[src/rtl/dp_pkg.sv]
// Shared widths, FSM encoding and helpers for the chunked dot-product scheduler.
package dp_pkg;

   localparam int WORD_W   = 32;
   localparam int RESULT_W = 6;
   localparam int ID_W     = 1;

   typedef enum logic [1:0] {
      ST_IDLE = 2'd0,
      ST_CALC = 2'd1,
      ST_DONE = 2'd2
   } state_t;

   // Chunk counter needs at least one bit even when a single chunk covers the word.
   function automatic int cnt_width(input int chunk);
      int steps;
      steps = WORD_W / chunk;
      return (steps > 1) ? $clog2(steps) : 1;
   endfunction

endpackage

[src/rtl/dp_chunk_popcount.sv]
// Combinational AND-then-popcount over one CHUNK-bit slice of the operand pair.
module dp_chunk_popcount #(
   parameter int CHUNK = 8,
   parameter int PC_W  = $clog2(CHUNK) + 1
) (
   input  logic [CHUNK-1:0] a,
   input  logic [CHUNK-1:0] b,
   output logic [PC_W-1:0]  count
);

   always_comb begin
      count = '0;
      for (int i = 0; i < CHUNK; i++) begin
         count = count + PC_W'(a[i] & b[i]);
      end
   end

endmodule

[src/rtl/dot_product_sched.sv]
// Two-requester round-robin scheduler feeding a chunk-serial bitwise dot product.
//
// state   | meaning
// IDLE    | waiting for a requester; ready offered to the granted one
// CALC    | accumulating one chunk popcount per cycle, LS chunk first
// DONE    | result held on out_* until the consumer takes it
module dot_product_sched
   import dp_pkg::*;
#(
   parameter int CHUNK = 8
) (
   input  logic                clk,
   input  logic                reset,
   input  logic                req0_valid,
   input  logic [WORD_W-1:0]   req0_a,
   input  logic [WORD_W-1:0]   req0_b,
   output logic                req0_ready,
   input  logic                req1_valid,
   input  logic [WORD_W-1:0]   req1_a,
   input  logic [WORD_W-1:0]   req1_b,
   output logic                req1_ready,
   output logic                out_valid,
   output logic                out_id,
   output logic [RESULT_W-1:0] out_result,
   input  logic                out_ready
);

   localparam int STEPS = WORD_W / CHUNK;
   localparam int CNT_W = cnt_width(CHUNK);
   localparam int PC_W  = $clog2(CHUNK) + 1;
   localparam logic [CNT_W-1:0] CNT_LAST = CNT_W'(STEPS - 1);

   state_t              state;
   logic [WORD_W-1:0]   a_q;
   logic [WORD_W-1:0]   b_q;
   logic [ID_W-1:0]     id_q;
   logic [ID_W-1:0]     rr_last;
   logic [ID_W-1:0]     grant_id;
   logic [RESULT_W-1:0] acc;
   logic [RESULT_W-1:0] acc_next;
   logic [CNT_W-1:0]    cnt;
   logic [PC_W-1:0]     chunk_pc;
   logic                accept;

   always_comb begin
      grant_id = ID_W'(0);
      if (req0_valid && req1_valid) begin
         grant_id = ~rr_last;
      end else if (req1_valid) begin
         grant_id = ID_W'(1);
      end
   end

   assign req0_ready = (state == ST_IDLE) && req0_valid && (grant_id == ID_W'(0));
   assign req1_ready = (state == ST_IDLE) && req1_valid && (grant_id == ID_W'(1));
   assign accept     = req0_ready || req1_ready;

   // Operands are shifted down each CALC cycle so the low slice is always the current chunk.
   dp_chunk_popcount #(
      .CHUNK (CHUNK),
      .PC_W  (PC_W)
   ) u_popcount (
      .a     (a_q[CHUNK-1:0]),
      .b     (b_q[CHUNK-1:0]),
      .count (chunk_pc)
   );

   assign acc_next = acc + RESULT_W'(chunk_pc);

   always_ff @(posedge clk) begin
      if (reset) begin
         state      <= ST_IDLE;
         a_q        <= '0;
         b_q        <= '0;
         id_q       <= '0;
         rr_last    <= ID_W'(1);
         acc        <= '0;
         cnt        <= '0;
         out_valid  <= 1'b0;
         out_id     <= 1'b0;
         out_result <= '0;
      end else begin
         case (state)
            ST_IDLE: begin
               if (accept) begin
                  a_q     <= grant_id[0] ? req1_a : req0_a;
                  b_q     <= grant_id[0] ? req1_b : req0_b;
                  id_q    <= grant_id;
                  rr_last <= grant_id;
                  acc     <= '0;
                  cnt     <= '0;
                  state   <= ST_CALC;
               end
            end
            ST_CALC: begin
               acc <= acc_next;
               a_q <= a_q >> CHUNK;
               b_q <= b_q >> CHUNK;
               if (cnt == CNT_LAST) begin
                  out_valid  <= 1'b1;
                  out_result <= acc_next;
                  out_id     <= id_q[0];
                  state      <= ST_DONE;
               end else begin
                  cnt <= cnt + CNT_W'(1);
               end
            end
            ST_DONE: begin
               if (out_ready) begin
                  out_valid  <= 1'b0;
                  out_result <= '0;
                  state      <= ST_IDLE;
               end
            end
            default: state <= ST_IDLE;
         endcase
      end
   end

endmodule

[config.mk]
export PLATFORM = sky130hd
export DESIGN_NAME = dot_product_sched
export DESIGN_NICKNAME = d
export VERILOG_FILES = /design/src/rtl/dp_pkg.sv /design/src/rtl/dp_chunk_popcount.sv /design/src/rtl/dot_product_sched.sv
export SDC_FILE = /design/constraint.sdc
export NUM_CORES = 1
export LEC_CHECK = 0
export ABC_CLOCK_PERIOD_IN_PS = 5400
export BUFFER_PORTS_ARGS = -buffer_cell sky130_fd_sc_hd__buf_2
export CAP_MARGIN = 20
export CORE_MARGIN = 2
export CORE_UTILIZATION = 30
export DETAILED_ROUTE_END_ITERATION = 8
export PLACE_DENSITY = 0.55
export SLEW_MARGIN = 15
export SYNTH_ARGS = -nofsm -noshare
export SYNTH_HDL_FRONTEND = slang
export SYNTH_SLANG_ARGS = --single-unit
[constraint.sdc]
create_clock -name clk -period 5.4 [get_ports clk]
set_input_delay 0.27 -clock clk [delete_from_list [all_inputs] [get_ports clk]]
set_output_delay 0.27 -clock clk [all_outputs]
set_load 0.05 [all_outputs]
==> summary.txt <==
Placed design
  – Post-DP HPWL: 8.516 mm
  – Routability cong.: 0.8341
  – IO buf count: 142
  – Placed instance area: 5343 sq um

Detailed routing
  – WL/cell: 13.96 um
  – Final WL: 11.69 mm
  – Antenna-violating nets left: 0
  – # DRC: 0
  – Iteration-0 DRC Markers: 308
  – Post-DR vias/cell: 4.924
  – First-pass DRT Iterations: 5
  – Via count: 4,121

GRT
  – Gr ovfl total: 0
  – Initial antenna violation count: 0
  – Largest net degree at the start of global routing: 104
  – Vias in the first global route: 4,007
  – First-pass GRT wire length: 18.77 mm
  – GR Util All Layers: 0.1437

Worst hold path
  – Hold_sp: out_ready
  – Hold Crit Class: input pin to register
  – Hold path depth: 3
  – Worst hold endpoint: state[1]

Power and ir drop
  – Pwr/cell area: 284.0 nW/um^2
  – Leakage power: 2.608 nW
  – VDD IR max: 0.1378 mV

Worst setup path
  – Cell mode on critical path: fa_1
  – Worst Setup Start Kind: register
  – Capture point of the worst reg-to-reg path: out_result[4]
  – Critical path cell sequence: and2_1 > fa_1 > inv_1 > fa_1 > fa_1 > inv_1 > ha_1 > fa_1 > inv_1 > fa_1 > nor2b_1 > o21ai_0 > a2111o_1 > nand3_1
  – Reg2reg setup slack: 1.13 ns
  – Slowest stage delay, CP: 0.54 ns
  – Reg2Reg Depth: 14
  – CP Buf/Inv Count: 3
  – Data required time of the worst path: 5.68 ns
  – Critical-path maximum fanout: 4
  – Critical-path top delay cell: fa_1
  – Levels on crit path: 14
  – Crit path DAT: 4.55 ns
  – Worst r2r src: b_q[0]
  – Worst Path Class, Setup: register to register
  – CP endpoint kind: register
  – Delay-heaviest family, CP: adder cells

Timing
  – Final worst path period need: 4.272 ns
  – Slew Limit Fails: 0
  – RSZ-0062 raised after global routing: false
  – Period utilization: 0.7912
  – Max-slew headroom at the worst pin: 0.3207
  – Achievable Freq: 0.2341 GHz
  – Clock skew: 0.007585 ns
  – Fin Setup TNS: 0 ns
  – Hold Vio Cnt, Final: 0
  – Final setup vio count: 0
  – Worst-Margin Slew: 1.019 ns

Floorplan
  – Die height: 127.0 um
  – I/O Pins: 143
  – Initial Utilization: 0.3101
  – Core area: 14,640 sq um
  – DIE WIDTH: 127.0 um
  – Die area: 16,140 sq um
  – Row count: 44

Clock tree
  – H-tree levels: 3
  – Clock tree buffer depth: 2
  – TritonCTS Sinks: 84
  – Reg clk slew, reported paths: 0.07 ns
  – CTS tree: built
  – Clock Latency Late Sink: 0.34 ns
  – CTS buffer count: 9
  – Hold_buf cts: 0
  – Setup bufs post-CTS: 0
  – Clock root buffer: clkbuf_16
  – Post-CTS sizing: 0

Cells and area
  – Area grow syn2layout: 24.36%
  – Final instance area: 5647 sq um
  – Antenna cells: 0
  – Share of cells above drive strength 1: 0.2573
  – Nets: 794

Run
  – Max_cap viols: 0

Synthesis
  – Unique masters post-synth: 41
  – Yosys warns: 0
  – Commonest cells post-synth: dfxtp_1, nor2_1, mux2i_1
  – Post-synth net total: 679
  – Synth area leader: dfxtp_1
  – Post-synth EDFFs: 0
  – Post-synth top flop: dfxtp_1
  – Area contributors post-synth: dfxtp_1, mux2i_1, a211o_1
  – Synth top area share: 0.3703
  – Synth Register Bits: 84
  – Syn_area_per_cell: 8.519 sq um
  – Ys async rst share: 0
  – Top-count cell post-synth: dfxtp_1
  – Post-Syn Area: 4541 sq um
  – Register area share after synthesis: 0.3703
  – Synth Instances: 533

Status
  – Status: finished, final reports clean
final cells by class:
type                            instances  area, sq um
Clock buffer                           11        242.7
Clock inverter                          5        61.31
Fill cell                            1517         8997
Inverter                               10        37.54
Multi-Input combinational cell        395         2638
Sequential cell                        84         1682
Tap cell                              184        230.2
Timing Repair Buffer                  148        755.7
through the flow:
stage                     setup WS, ns   power, W  std cells  utilization  hold WS [ns]
after floorplan                  1.351  0.0009025        533            -        0.4317
after global routing            0.9727   0.001681        837       0.3856        0.2564
after global placement           1.257  0.0009927        821       0.3648        0.4429
final                            1.128   0.001603        837       0.3856        0.2407
after detailed placement         1.163  0.0009993        821       0.3648        0.4476
after CTS                        1.144   0.001627        837       0.3856        0.2238
cells in the final DEF, fill, tap and decap left out, drive strengths merged, types with 4 or more instances in the layout:
| cell type | Yosys | final |
|---|---|---|
| nand3b | 4 | 4 |
| dfxtp | 84 | 84 |
| a21oi | 59 | 59 |
| inv | 10 | 10 |
| a22oi | 4 | 4 |
| clkbuf | 22 | 11 |
| nor2b | 4 | 4 |
| buf | 22 | 148 |
| ha | 8 | 8 |
| nor2 | 80 | 80 |
| and2 | 6 | 6 |
| nand2 | 61 | 61 |
| fa | 5 | 5 |
| a211o | 50 | 50 |
| mux2i | 65 | 65 |
| nor3 | 4 | 4 |
| a2bb2oi | 16 | 16 |
cells by family after synthesis:
group | count (synthesis) | synth area share
buffers and inverters | 54 | 0.05511
AND/OR/NAND/NOR | 169 | 0.1554
multiplexers | 65 | 0.1433
adder cells (fa/ha/maj) | 13 | 0.04409
XOR/XNOR | 3 | 0.005788
flip-flops | 84 | 0.3703
AO/OA/AOI/OAI | 145 | 0.2260
worst max-delay path by stage:
stage                      start            end  slack, ns
after floorplan           b_q[0]  out_result[4]       1.35
after global placement    b_q[0]  out_result[4]       1.26
after detailed placement  b_q[0]  out_result[4]       1.16
after CTS                 b_q[0]  out_result[4]       1.14
after global routing      b_q[0]  out_result[4]       0.97
final                     b_q[0]  out_result[4]       1.13
per-layer routing:
metal  global-route usage  vias to the layer above  routed length (um)
met5                    0                        -                   0
met1               0.1814                     1883                5297
met4              0.06335                        0                 274
met2               0.2419                      100                5659
met3              0.02471                       21                 455
li1                     -                     2117                   -
flip-flops by register name, summed over array words and instances (netlist names), 2 cells and up:
register,cells
a_q,32
acc,6
b_q,32
cnt,2
out_result,6
state,2
report_power, final:
group	switching, W	internal, W	total, W
clock network	0.000250	0.000372	0.000622
registers	0.0000250	0.000665	0.000690
logic	0.000148	0.000144	0.000292
total	0.000423	0.00118	0.00160
worst register-to-register path: stages, from the launching register on:
cell      delay (ns)
dfxtp_1         0.31
and2_1          0.17
fa_1            0.53
inv_1           0.05
fa_1            0.50
fa_1            0.54
inv_1           0.04
ha_1            0.21
fa_1            0.51
inv_1           0.07
fa_1            0.43
nor2b_1         0.15
o21ai_0         0.19
a2111o_1        0.46
nand3_1         0.08
No activity file was read; power rests on OpenSTA's default activity.
